File: config.mk
export PLATFORM = sky130hd
export DESIGN_NAME = rle_word_packer
export DESIGN_NICKNAME = d
export VERILOG_FILES = /design/src/rtl/rle_word_packer.sv
export SDC_FILE = /design/constraint.sdc
export NUM_CORES = 1
export LEC_CHECK = 0
export CAP_MARGIN = 10
export CORE_MARGIN = 8
export CORE_UTILIZATION = 42
export CTS_CLUSTER_DIAMETER = 80
export CTS_CLUSTER_SIZE = 8
export DETAILED_ROUTE_END_ITERATION = 6
export PLACE_DENSITY = 0.66
export RECOVER_POWER = 50
export SLEW_MARGIN = 10
export SYNTH_ARGS = -nofsm -noshare
export SYNTH_HDL_FRONTEND = slang
export SYNTH_SLANG_ARGS = --single-unit
File: constraint.sdc
create_clock -name clk -period 7.7 [get_ports clk]
set_input_delay 1.925 -clock clk [delete_from_list [all_inputs] [get_ports clk]]
set_output_delay 1.925 -clock clk [all_outputs]
set_load 0.05 [all_outputs]
File: src/rtl/rle_word_packer.sv
// ============================================================================
// Module   : rle_word_packer
// Brief    : Expands (symbol, count) runs and packs the symbols into N-bit words.
// Revision : 1.0 - initial release
// ============================================================================
`timescale 1ns/1ps
`default_nettype none

module rle_word_packer #(
    parameter int N    = 32,
    parameter int SYMW = 1,
    parameter int CW   = 8
) (
    input  logic                        clk,
    input  logic                        reset,
    input  logic                        in_valid,
    output logic                        in_ready,
    input  logic [SYMW-1:0]             in_sym,
    input  logic [CW-1:0]               in_count,
    input  logic                        in_last,
    output logic                        out_valid,
    input  logic                        out_ready,
    output logic [N-1:0]                out_data,
    output logic [$clog2(N/SYMW):0]     out_fill,
    output logic                        out_last
);

    localparam int S  = N / SYMW;
    localparam int PW = $clog2(S) + 1;
    localparam int AW = ((CW + 1) > PW) ? (CW + 1) : PW;

    typedef enum logic [1:0] {
        IDLE = 2'd0,
        FILL = 2'd1,
        EMIT = 2'd2
    } state_t;

    state_t            state_q, state_d;
    logic [SYMW-1:0]   sym_q, sym_d;
    logic [CW:0]       rem_q, rem_d;
    logic              last_q, last_d;
    logic [PW-1:0]     pos_q, pos_d;
    logic [N-1:0]      asm_q, asm_d;
    logic              out_valid_q, out_valid_d;
    logic [N-1:0]      out_data_q, out_data_d;
    logic [PW-1:0]     out_fill_q, out_fill_d;
    logic              out_last_q, out_last_d;

    logic              slot_free;
    logic [AW-1:0]     rem_ext, space, k, end_pos;
    logic [CW:0]       new_rem;
    logic [N-1:0]      placed;
    logic              word_done;

    // Placement of up to one word's worth of the current run per edge.
    always_comb begin
        slot_free = !out_valid_q || out_ready;
        rem_ext   = AW'(rem_q);
        space     = AW'(S) - AW'(pos_q);
        k         = (rem_ext < space) ? rem_ext : space;
        end_pos   = AW'(pos_q) + k;
        new_rem   = rem_q - k[CW:0];
        placed    = asm_q;
        for (int i = 0; i < S; i++) begin
            if ((AW'(i) >= AW'(pos_q)) && (AW'(i) < end_pos)) begin
                placed[i*SYMW +: SYMW] = sym_q;
            end
        end
        word_done = (end_pos == AW'(S)) || ((new_rem == '0) && last_q);
    end

    always_comb begin
        state_d     = state_q;
        sym_d       = sym_q;
        rem_d       = rem_q;
        last_d      = last_q;
        pos_d       = pos_q;
        asm_d       = asm_q;
        out_valid_d = out_valid_q && !out_ready;
        out_data_d  = out_data_q;
        out_fill_d  = out_fill_q;
        out_last_d  = out_last_q;

        case (state_q)
            IDLE: begin
                if (in_valid) begin
                    sym_d   = in_sym;
                    rem_d   = {1'b0, in_count};
                    last_d  = in_last;
                    state_d = FILL;
                end
            end
            FILL: begin
                rem_d = new_rem;
                if (word_done && slot_free) begin
                    out_valid_d = 1'b1;
                    out_data_d  = placed;
                    out_fill_d  = end_pos[PW-1:0];
                    out_last_d  = last_q && (new_rem == '0);
                    asm_d       = '0;
                    pos_d       = '0;
                    state_d     = (new_rem != '0) ? FILL : IDLE;
                end else begin
                    asm_d   = placed;
                    pos_d   = end_pos[PW-1:0];
                    if (word_done) begin
                        state_d = EMIT;
                    end else begin
                        state_d = (new_rem != '0) ? FILL : IDLE;
                    end
                end
            end
            EMIT: begin
                // Held word sits in the assembly register with pos as its fill.
                if (slot_free) begin
                    out_valid_d = 1'b1;
                    out_data_d  = asm_q;
                    out_fill_d  = pos_q;
                    out_last_d  = last_q && (rem_q == '0);
                    asm_d       = '0;
                    pos_d       = '0;
                    state_d     = (rem_q != '0) ? FILL : IDLE;
                end
            end
            default: begin
                state_d = IDLE;
            end
        endcase
    end

    always_ff @(posedge clk or posedge reset) begin
        if (reset) begin
            state_q     <= IDLE;
            sym_q       <= '0;
            rem_q       <= '0;
            last_q      <= 1'b0;
            pos_q       <= '0;
            asm_q       <= '0;
            out_valid_q <= 1'b0;
            out_data_q  <= '0;
            out_fill_q  <= '0;
            out_last_q  <= 1'b0;
        end else begin
            state_q     <= state_d;
            sym_q       <= sym_d;
            rem_q       <= rem_d;
            last_q      <= last_d;
            pos_q       <= pos_d;
            asm_q       <= asm_d;
            out_valid_q <= out_valid_d;
            out_data_q  <= out_data_d;
            out_fill_q  <= out_fill_d;
            out_last_q  <= out_last_d;
        end
    end

    assign in_ready  = (state_q == IDLE);
    assign out_valid = out_valid_q;
    assign out_data  = out_data_q;
    assign out_fill  = out_fill_q;
    assign out_last  = out_last_q;

endmodule

`default_nettype wire

# [Yosys cells after proc, flatten, opt, wreduce, memory -nomap -nowiden]
# Cells that the tools add are included.
# W data, S select, Z words.
[op_classes] addsub=3 magnitude_cmp=65 n_eq_ne=6 n_mux=60 reduce_logical=52
[op_table] cell="$lt A5 B9 Y1 const A" count=16
[op_table] cell="$mux W32" count=4
[op_table] cell="$pmux W32 S2" count=2
[op_table] cell="$ge A5 B6 Y1 const A" count=16
[op_table] cell="$lt A4 B9 Y1 const A" count=8
[op_table] cell="$ge A4 B6 Y1 const A" count=8
[op_table] cell="$mux W1" count=38
[op_table] cell="$logic_and A1 B1 Y1" count=36
[op_table] cell="$lt A3 B9 Y1 const A" count=4
[op_table] cell="$ge A3 B6 Y1 const A" count=4
[op_table] cell="$mux W6" count=4
[op_table] cell="$pmux W6 S2" count=2
[op_table] cell="$logic_not A9 Y1" count=2
[op_table] cell="$lt A1 B9 Y1 const A" count=2
[op_table] cell="$lt A2 B9 Y1 const A" count=2
[op_table] cell="$mux W9" count=2
[op_table] cell="$pmux W9 S2" count=1
[op_table] cell="$reduce_bool A9 Y1" count=2
[op_table] cell="$ge A1 B6 Y1 const A" count=2
[op_table] cell="$ge A2 B6 Y1 const A" count=2
[op_table] cell="$add A6 B9 Y9" count=1
[op_table] cell="$eq A9 B6 Y1 const B" count=1
[op_table] cell="$lt A9 B9 Y1" count=1
[op_table] cell="$sub A9 B9 Y9" count=1
[op_table] cell="other kinds (13)" count=25
[totals] register_bits=91 input_bits=14 output_inout_bits=41 wordCells=196

# [Logic depth before layout (Yosys ltp)]
# Gate-level depths: netlist of the first run.
[logic_depth] ltp_word=10 ltp_mapped=29 depth_no_buf=24

# [Worst setup path after synthesis of the first run]
# OpenSTA, ideal clock, no wires.
[synth_path] path_type="register to register" start="register pos_q[1]" end="register asm_q[5]" t_arrival_ps=5748 t_required_ps=7579 slack_ps=1831 stages_incl_launch_ff=28 path_buffers=4 synth_period_minus_slack_ps=5869 cell_sequence="dfrtp_1 clkbuf_1 inv_1 ha_1 or4b_4 nand2_1 ha_1 a21oi_1 o21ai_0 a41oi_1 and2_1 clkbuf_1 clkbuf_1 nand2_1 o21ai_0 ha_1 inv_1 fa_1 nor2b_1 o2111ai_1 a31oi_1 xnor2_1 a21oi_1 nor2_1 clkbuf_1 a221oi_1 o21ai_0 a22o_1"
[synth_between] elab_chain_cells=10 elab_cells_between_ends=16 classes_between="3 x add/sub; 3 x order compare; 1 x eq/ne; 4 x mux; 5 x reduce/logical"
[synth_lines] element="from (decl)" line="42" rtl="logic [PW-1:0] pos_q, pos_d;"
[synth_lines] element="from (signal assigned)" line="148" rtl="pos_q <= pos_d;"
[synth_lines] element="branches (longest 8 deep; another with $lt A9 B9 Y1)"
[synth_lines] element="$mux W32 (*)" line="95" rtl="if (word_done && slot_free) begin"
[synth_lines] element="$pmux W32 S2 (*)" line="84" rtl="case (state_q)"
[synth_lines] element="to (signal assigned)" line="149" rtl="asm_q <= asm_d;"
[synth_lines] element="to (decl)" line="43" rtl="logic [N-1:0] asm_q, asm_d;"
# Mark *: on every way between the ends.
# A chain may end at the register's enable or synchronous reset.

# [Worst setup path in the final report of the first run]
[layout_path] start="register pos_q[1]" end="register asm_q[23]"
[layout_between] elab_chain_cells=10 elab_cells_between_ends=16 classes_between="3 x add/sub; 3 x order compare; 1 x eq/ne; 4 x mux; 5 x reduce/logical"
[layout_lines] element="branches (longest 8 deep; another with $lt A9 B9 Y1)"
[layout_lines] element="$mux W32 (*)" line="95"
[layout_lines] element="$pmux W32 S2 (*)" line="84"
# Marks and branches as above.

==> results of run 1 <==
## stage by stage
stage | instance area [um2] | util (%) | setup WS, ns
floorplan | 6020 | - | 1.83
global placement | 6720 | 48.2 | 1.22
detailed placement | 6720 | 48.2 | 1.05
CTS | 7040 | 50.5 | 0.970
global route | 7030 | 50.5 | 0.415
finish | 7030 | 50.5 | 0.862
## registers in the layout, summed over array words and instances, names as in the netlist
signal     cells
out_valid      1
sym_q          1
out_data      32
asm_q         32
rem_ext        9
out_fill       6
out_last       1
pos_q          6
last_q         1
state_q        2
## synth_stat cells (7+ instances only)
cell type                   n
sky130_fd_sc_hd__a211oi_1  11
sky130_fd_sc_hd__a21o_1     9
sky130_fd_sc_hd__a21oi_1   60
sky130_fd_sc_hd__a31oi_1   18
sky130_fd_sc_hd__buf_2     10
sky130_fd_sc_hd__clkbuf_1  24
sky130_fd_sc_hd__dfrtp_1   91
sky130_fd_sc_hd__ha_1      29
sky130_fd_sc_hd__inv_1     36
sky130_fd_sc_hd__mux2i_1   13
sky130_fd_sc_hd__nand2_1   48
sky130_fd_sc_hd__nand2b_1  10
sky130_fd_sc_hd__nand3_1   10
sky130_fd_sc_hd__nor2_1    93
sky130_fd_sc_hd__nor3_1    10
sky130_fd_sc_hd__o21a_1     7
sky130_fd_sc_hd__o21ai_0   71
sky130_fd_sc_hd__o22ai_1   37
sky130_fd_sc_hd__o31ai_1    7
sky130_fd_sc_hd__or3_1     12
sky130_fd_sc_hd__xnor2_1   11
sky130_fd_sc_hd__xor2_1     7
## path summary, 6_finish.rpt
kind | start | endpoint | depth (start not counted)
setup / recovery | pos_q[1] | asm_q[23] | 23
hold / removal | asm_q[28] | asm_q[28] | 1
setup reg to reg | pos_q[1] | asm_q[23] | 23
hold reg to reg | asm_q[28] | asm_q[28] | 1
max in group asynchronous | reset | out_data[7] | 3
min in group asynchronous | reset | asm_q[8] | 2
## worst max-delay path, delay by kind of cell (launching register included)
kind,cells,cell delay [ns]
and+or+nand+nor,7,2.49
xor gates and xnor gates,1,0.12
DFF,1,0.61
AOI/OAI and AO/OA,9,1.96
buffers and inverters,2,0.26
adders and majority gates,4,1.23
## cells by family after synthesis
logic type,synth area share (%)
AOI/OAI and AO/OA,28.4
and+or+nand+nor,16.6
DFF,37.8
buffers and inverters,5.13
adders and majority gates,6.69
xor gates and xnor gates,2.62
muxes,2.72
## layer usage
layer	wire, um	track usage (%)
met5	0	0
met4	286	6.79
met3	1360	3.19
met2	8190	31.4
met1	8800	29.5
## cell type report
type                            instances  area, um2  share of cell area [%]
Multi-Input combinational cell        552       3440                    48.9
Sequential cell                        91       2280                    32.4
Timing Repair Buffer                   66        639                    9.09
Clock buffer                           12        256                    3.65
Tap cell                              180        225                    3.20
Inverter                               36        136                    1.94
Clock inverter                          4       57.6                   0.818
==> run_results.csv, run 1 <==
group,metric,value,unit
sta,finClkSkew,0.0114,ns
placement,placed_cells_incl_taps,925,
synth,average_cell_area_after_synthesis,8.39,um2
synth,synth_seq_area_share,37.8,%
floorplanning,design.core.area,13900,um2
clocking,numCtsBuffers,9,
grt,antenna_found_initial,0,
sta,post-route-min-period,6.84,ns
setup_path,criticalPathCategory,"reg -> reg",
setup_path,critical_path_arrival,7.05,ns
sta,timing.max_slew.rel_slack,-101,%
synth,synth.largest_area_cell,"sky130_fd_sc_hd__dfrtp_1",
status,outcome,"complete, but fails checks",
route,routed_antenna_nets,0,
sta,grt_setup_unrepaired,"no",
setup_path,cp-end-kind,"register",
clocking,clock-root-buffer,"sky130_fd_sc_hd__clkbuf_16",
final_layout,mostFrequentLayoutCells,"sky130_fd_sc_hd__nor2_1 (93), sky130_fd_sc_hd__dfrtp_1 (91), sky130_fd_sc_hd__o21ai_0 (71)",
clocking,cts_buffer_depth,2,
setup_path,worstPathMaxFanout,18,
floorplanning,initial_utilization,43.2,%
clocking,postCtsSetupRepairBufs,0,
clocking,worst_skew_pair.late_latency,0.36,ns
synth,synthDistinctLibCells,64,
final_layout,fillers,1352,
min_path,holdCritPathClass,"reg -> reg",
route,detailroute.via_count,5715,
sta,post-route-period-util,88.8,%
final_layout,nNetsFinal,801,
sta,achievable-frequency,0.146,GHz
clocking,clk_pin_slew_worst_paths,0.07,ns
synth,synth_warnings,0,
setup_path,worst_path_largest_cell_delay,0.61,ns
synth,synthTopCellsByArea,"sky130_fd_sc_hd__dfrtp_1 (38%), sky130_fd_sc_hd__ha_1 (6.0%), sky130_fd_sc_hd__o21ai_0 (5.9%), sky130_fd_sc_hd__nor2_1 (5.8%), sky130_fd_sc_hd__a21oi_1 (5.0%)",
final_layout,final_common_cell,"sky130_fd_sc_hd__nor2_1",
final_layout,diode_insertion_count_for_antenna_repair,0,
sta,setup_viol,0,
route,drc_errors,0,
setup_path,critical-path-slowest-cell,"sky130_fd_sc_hd__dfrtp_1",
setup_path,critical_path_required,7.91,ns
floorplanning,die_w,136,um
final_layout,final_layout_size_suffix_gt1_share,5.91,%
floorplanning,num_rows,43,
clocking,ctsHtreeMaxLevel,3,
synth,dominantRegCellSynth,"sky130_fd_sc_hd__dfrtp_1",
placement,port_buffers,54,
sta,hold_slack,0.484,ns
route,drt-vias-per-instance,6.07,
synth,async_flop_share,100,%
synth,post-synth-top-area-fraction,37.8,%
grt,wire_length_of_the_first_global_routing_pass,30300,um
clocking,ctsHoldBuffers,0,
setup_path,reg2reg_setup_slack,0.86,ns
route,wirelength,18600,um
synth,syn-num-nets,763,
floorplanning,design.die.area,18400,um2
setup_path,critPathLaunchType,"register",
placement,gp_routability_congestion,0.922,
final_layout,layout.cells.non_filler,941,
final_layout,synthToLayoutAreaGrowth,16.8,%
run,maxCapViolCount,2,
grt,pin_count_of_the_biggest_net_entering_global_routing,55,
sta,count_of_pins_over_their_slew_limit,94,
status,violations,"max-capacitance violations, max-slew violations",
clocking,clock_sink_count,91,
synth,synth.ff_latch_count,91,
synth,synth_edf_count,0,
sta,worst-slew-pin-transition,3.01,ns
sta,timing_hold_violations_final,0,
grt,grt_use_total,20.7,%
clocking,ctsResizeCount,0,
clocking,tritoncts,"built",
synth,cell_count_after_synthesis,718,
grt,grt_remaining_overflow,0,
placement,post-dp-hpwl,13400,um
grt,first_global_vias,5477,
route,avgRoutedWirePerCell,19.8,um
route,detailedRoute.firstIterationViolations,544,
floorplanning,dieHeight,136,um
route,drt_pre_antenna_iters,5,
setup_path,cp_cell_sequence,"inv_1 > ha_1 > or4b_4 > nand2_1 > ha_1 > a21oi_1 > o21ai_0 > a41oi_1 > and2_1 > nand2_1 > o21ai_0 > ha_1 > inv_1 > fa_1 > a211oi_1 > o21ai_0 > a21oi_1 > xnor2_1 > nor2_1 > and4_1 > a21bo_4 > or2_1 > o22ai_1",
floorplanning,top_level_ports,55,
sta,setup_total_negative_slack,0,ns
synth,netlist_area_before_placement,6020,um2
Power of run 1 is not shown: default switching activity piles up to over one toggle a cycle in this logic, so the estimate is an artifact.
==> inputs of run 2 (changes only) <==
Settings changed: CORE_UTILIZATION 42 to 59, PLACE_DENSITY 0.66 to 0.87.
==> run_results.csv, run 2 (synthesis gave the netlist of run 1 again) <==
group,metric,value,unit
sta,achievable-frequency,0.149,GHz
floorplanning,initial_utilization,59.4,%
placement,post-dp-hpwl,13000,um
route,routed_antenna_nets,0,
sta,post-route-period-util,87.0,%
clocking,postCtsSetupRepairBufs,0,
setup_path,critical_path_required,7.97,ns
grt,globalRoute.busiestLayer,"met2",
grt,grt_use_total,27.7,%
grt,wire_length_of_the_first_global_routing_pass,29400,um
sta,hold_slack,0.486,ns
floorplanning,design.die.area,13700,um2
grt,antenna_found_initial,0,
grt,use_met1,38.1,%
final_layout,final_layout_size_suffix_gt1_share,5.92,%
clocking,ctsResizeCount,0,
final_layout,mostFrequentLayoutCells,"sky130_fd_sc_hd__nor2_1 (93), sky130_fd_sc_hd__dfrtp_1 (91), sky130_fd_sc_hd__o21ai_0 (71)",
grt,grtUsageMet3,5.90,%
route,drt_pre_antenna_iters,6,
setup_path,worstPathMaxFanout,59,
route,wirelength,18200,um
floorplanning,top_level_ports,55,
floorplanning,design.core.area,10100,um2
floorplanning,die_w,117,um
clocking,clk_pin_slew_worst_paths,0.09,ns
grt,pin_count_of_the_biggest_net_entering_global_routing,61,
clocking,tritoncts,"built",
grt,grt_remaining_overflow,0,
route,drt-vias-per-instance,6.48,
clocking,clock-root-buffer,"sky130_fd_sc_hd__clkbuf_8",
sta,finClkSkew,0.0134,ns
sta,setup_total_negative_slack,0,ns
route,detailroute.via_count,5809,
grt,first_global_vias,5538,
status,outcome,"complete, but fails checks",
clocking,ctsHoldBuffers,0,
clocking,numCtsBuffers,9,
placement,gp_routability_congestion,0.971,
sta,setup_slack,0.998,ns
clocking,cts_buffer_depth,2,
final_layout,diode_insertion_count_for_antenna_repair,0,
clocking,worst_skew_pair.late_latency,0.39,ns
status,violations,"max-capacitance violations, max-slew violations",
sta,grt_setup_unrepaired,"no",
setup_path,critPathLaunchType,"register",
final_layout,finish.utilization,67.6,%
setup_path,ff2ff_path_depth,24,
clocking,ctsHtreeMaxLevel,3,
min_path,holdCritPathClass,"reg -> reg",
sta,timing_hold_violations_final,0,
clocking,clock_sink_count,91,
final_layout,synthToLayoutAreaGrowth,13.9,%
floorplanning,dieHeight,117,um
setup_path,cp-end-kind,"register",
min_path,hold-path-cell-count,1,
route,avgRoutedWirePerCell,20.3,um
placement,port_buffers,54,
setup_path,critical_path_arrival,6.97,ns
placement,place_ws,1.09,ns
route,drc_errors,0,
final_layout,nNetsFinal,800,
grt,gr-usage-met2,41.7,%
route,detailedRoute.firstIterationViolations,594,
sta,post-route-min-period,6.70,ns
floorplanning,num_rows,37,
setup_path,criticalPathCategory,"reg -> reg",
sta,setup_viol,0,
sta,timing.max_slew.rel_slack,-116,%
sta,worst-slew-pin-transition,3.23,ns
run,maxCapViolCount,2,
final_layout,final_common_cell,"sky130_fd_sc_hd__nor2_1",
sta,count_of_pins_over_their_slew_limit,61,
## run 2: worst max-delay path: stages (launching register included)
cell	delay, ns
sky130_fd_sc_hd__dfrtp_1	0.61
sky130_fd_sc_hd__inv_1	0.21
sky130_fd_sc_hd__ha_1	0.28
sky130_fd_sc_hd__or4b_4	0.52
sky130_fd_sc_hd__nand2_1	0.21
sky130_fd_sc_hd__ha_1	0.30
sky130_fd_sc_hd__a21oi_1	0.14
sky130_fd_sc_hd__o21ai_0	0.10
sky130_fd_sc_hd__a41oi_1	0.25
sky130_fd_sc_hd__and2_1	0.49
sky130_fd_sc_hd__nand2_1	0.09
sky130_fd_sc_hd__o21ai_0	0.13
sky130_fd_sc_hd__ha_1	0.23
sky130_fd_sc_hd__inv_1	0.06
sky130_fd_sc_hd__fa_1	0.43
sky130_fd_sc_hd__nor2b_1	0.21
sky130_fd_sc_hd__o31a_1	0.23
sky130_fd_sc_hd__xnor2_1	0.13
sky130_fd_sc_hd__buf_4	0.23
sky130_fd_sc_hd__nand3_1	0.16
sky130_fd_sc_hd__nor2_1	0.21
sky130_fd_sc_hd__and3_1	0.26
sky130_fd_sc_hd__o31a_2	0.43
sky130_fd_sc_hd__buf_12	0.30
sky130_fd_sc_hd__mux2_2	0.37
## run 2: metal layers
| layer | up-vias | share of wire, % |
|---|---|---|
| met5 | - | 0 |
| li1 | 2692 | - |
| met4 | 0 | 3.0 |
| met1 | 2722 | 43 |
| met3 | 62 | 9.2 |
| met2 | 333 | 44 |
## run 2: cell type report
class	instances	area (um2)
clock buffers	10	138
inverters	36	136
fillers	812	3280
flip-flops and latches	91	2280
well taps	136	170
repair buffers	65	632
clock inverters	6	62.6
multi-input cells	552	3440
## run 2: final timing paths
kind | endpoint | startpoint | slack, ns
worst max-delay path | out_fill[1] | pos_q[1] | 1.0
worst min-delay path | asm_q[28] | asm_q[28] | 0.49
worst max register to register | out_fill[1] | pos_q[1] | 1.0
worst min register to register | asm_q[28] | asm_q[28] | 0.49
max in group asynchronous | pos_q[4] | reset | 1.75
min in group asynchronous | asm_q[9] | reset | 2.32
## run 2: per-stage QoR
stage	instances	area [um2]
floorplan	718	6020
global placement	880	6660
detailed placement	880	6660
CTS	896	6860
global route	896	6860
finish	896	6860
Power of run 2 is left out for the same reason.
==> inputs of run 3 (changes only) <==
Settings changed: CORE_UTILIZATION 59 to 48, PLACE_DENSITY 0.87 to 0.73.
==> run_results.csv, run 3 (synthesis gave the netlist of run 1 again) <==
group,metric,value,unit
status,outcome,"complete, but fails checks",
status,violations,"max-capacitance violations, max-slew violations",
placement,post-dp-hpwl,13500,um
clocking,cts_buffer_depth,2,
clocking,numCtsBuffers,9,
route,routed_antenna_nets,0,
floorplanning,dieHeight,128,um
setup_path,cp-end-kind,"register",
setup_path,critical_path_arrival,6.94,ns
route,drc_errors,0,
clocking,tritoncts,"built",
floorplanning,die_w,128,um
floorplanning,initial_utilization,48.5,%
setup_path,worstPathBufferInverterCount,3,
sta,timing.max_slew.rel_slack,-103,%
clocking,ctsHtreeMaxLevel,3,
final_layout,mostFrequentLayoutCells,"sky130_fd_sc_hd__nor2_1 (93), sky130_fd_sc_hd__dfrtp_1 (91), sky130_fd_sc_hd__o21ai_0 (71)",
floorplanning,num_rows,41,
setup_path,ff2ff_path_depth,24,
min_path,worst_hold_end,"asm_q[28]",
final_layout,synthToLayoutAreaGrowth,17.2,%
clocking,clock-root-buffer,"sky130_fd_sc_hd__clkbuf_16",
grt,grt_use_total,23.7,%
final_layout,final_layout_size_suffix_gt1_share,6.41,%
floorplanning,design.core.area,12400,um2
min_path,min_from,"asm_q[28]",
route,wirelength,19100,um
setup_path,critical-path-slowest-cell,"sky130_fd_sc_hd__o31a_2",
clocking,postCtsSetupRepairBufs,0,
setup_path,criticalPathCategory,"reg -> reg",
route,drt-vias-per-instance,6.23,
setup_path,timing.rr.end,"out_data[10]",
route,detailedRoute.firstIterationViolations,449,
run,maxCapViolCount,2,
final_layout,nNetsFinal,804,
grt,pin_count_of_the_biggest_net_entering_global_routing,57,
floorplanning,top_level_ports,55,
sta,post-route-min-period,6.66,ns
setup_path,reg2reg_setup_slack,1.04,ns
clocking,clock_sink_count,91,
sta,setup_viol,0,
setup_path,worstPathMaxFanout,37,
sta,count_of_pins_over_their_slew_limit,94,
setup_path,cp_cell_sequence,"inv_1 > ha_1 > or4b_4 > nand2_1 > ha_1 > a21oi_1 > o21ai_0 > a41oi_1 > and2_1 > nand2_1 > o21ai_0 > ha_1 > inv_1 > fa_1 > a211oi_1 > o21ai_0 > nand2b_1 > a21oi_1 > xor2_1 > and4_1 > o31a_2 > buf_4 > nor2_1 > a31oi_1",
route,detailroute.via_count,5835,
grt,antenna_found_initial,0,
route,avgRoutedWirePerCell,20.4,um
final_layout,final_common_cell,"sky130_fd_sc_hd__nor2_1",
setup_path,path_delay_family,"compound AO/OA/AOI/OAI gates",
placement,gp_routability_congestion,0.962,
min_path,holdCritPathClass,"reg -> reg",
clocking,clk_pin_slew_worst_paths,0.07,ns
final_layout,diode_insertion_count_for_antenna_repair,0,
floorplanning,design.die.area,16400,um2
sta,finClkSkew,0.00847,ns
setup_path,worst_path_largest_cell_delay,0.68,ns
grt,first_global_vias,5740,
route,drt_pre_antenna_iters,5,
sta,grt_setup_unrepaired,"no",
grt,wire_length_of_the_first_global_routing_pass,30500,um
clocking,worst_skew_pair.late_latency,0.36,ns
setup_path,critical_path_required,7.97,ns
setup_path,critPathLaunchType,"register",
sta,setup_total_negative_slack,0,ns
sta,timing_hold_violations_final,0,
clocking,ctsResizeCount,0,
placement,port_buffers,54,
min_path,hold-path-cell-count,1,
setup_path,crit-reg2reg-launch,"pos_q[0]",
sta,worst-slew-pin-transition,3.04,ns
grt,grt_remaining_overflow,0,
final_layout,finish.utilization,56.8,%
clocking,ctsHoldBuffers,0,
sta,achievable-frequency,0.150,GHz
sta,post-route-period-util,86.5,%
final_layout,fillers,1184,
==> run 3: cell types whose count changed in the layout (fill, tap and decap cells not counted) <==
cell / delta
sky130_fd_sc_hd__bufinv_16: +1
sky130_fd_sc_hd__buf_12: -1
sky130_fd_sc_hd__clkinv_2: -2
sky130_fd_sc_hd__clkbuf_16: +9
sky130_fd_sc_hd__buf_4: +5
sky130_fd_sc_hd__clkbuf_8: -8
==> run 3: through the flow <==
step	instance area [um2]	instances	hold WS [ns]	setup slack (ns)
3_3_place_gp	6720	920	0.465	1.32
4_1_cts	7060	936	0.480	1.12
2_1_floorplan	6020	718	0.449	1.83
6_report	7050	936	0.479	1.04
3_5_place_dp	6720	920	0.465	1.16
5_1_grt	7050	936	0.516	0.407
==> run 3: worst max-delay path by stage <==
stage              from           end  slack [ns]  depth (start not counted)
2_1_floorplan  pos_q[1]      asm_q[5]        1.83                         27
3_3_place_gp   pos_q[0]  out_data[13]        1.32                         25
3_5_place_dp   pos_q[0]  out_data[11]        1.16                         24
4_1_cts        pos_q[0]  out_data[10]        1.12                         24
5_1_grt        pos_q[0]   out_data[8]        0.41                         24
6_report       pos_q[0]  out_data[10]        1.04                         24
==> run 3: per-layer routing <==
| metal | GRT usage (%) | part of all wire [%] | wire length, um |
|---|---|---|---|
| met1 | 30.7 | 43 | 8220 |
| met2 | 36.6 | 46 | 8690 |
| met3 | 5.28 | 7.9 | 1520 |
| met4 | 11.7 | 3.4 | 646 |
| met5 | 0 | 0 | 0 |
==> run 3: area by class of cell <==
type	instances	area [um2]	share of cell area, %
multi-input cells	552	3440	48.8
repair buffers	69	649	9.21
flip-flops and latches	91	2280	32.3
inverters	36	136	1.93
clock inverters	5	82.6	1.17
well taps	172	215	3.05
clock buffers	11	253	3.58
Power of run 3 is left out for the same reason.
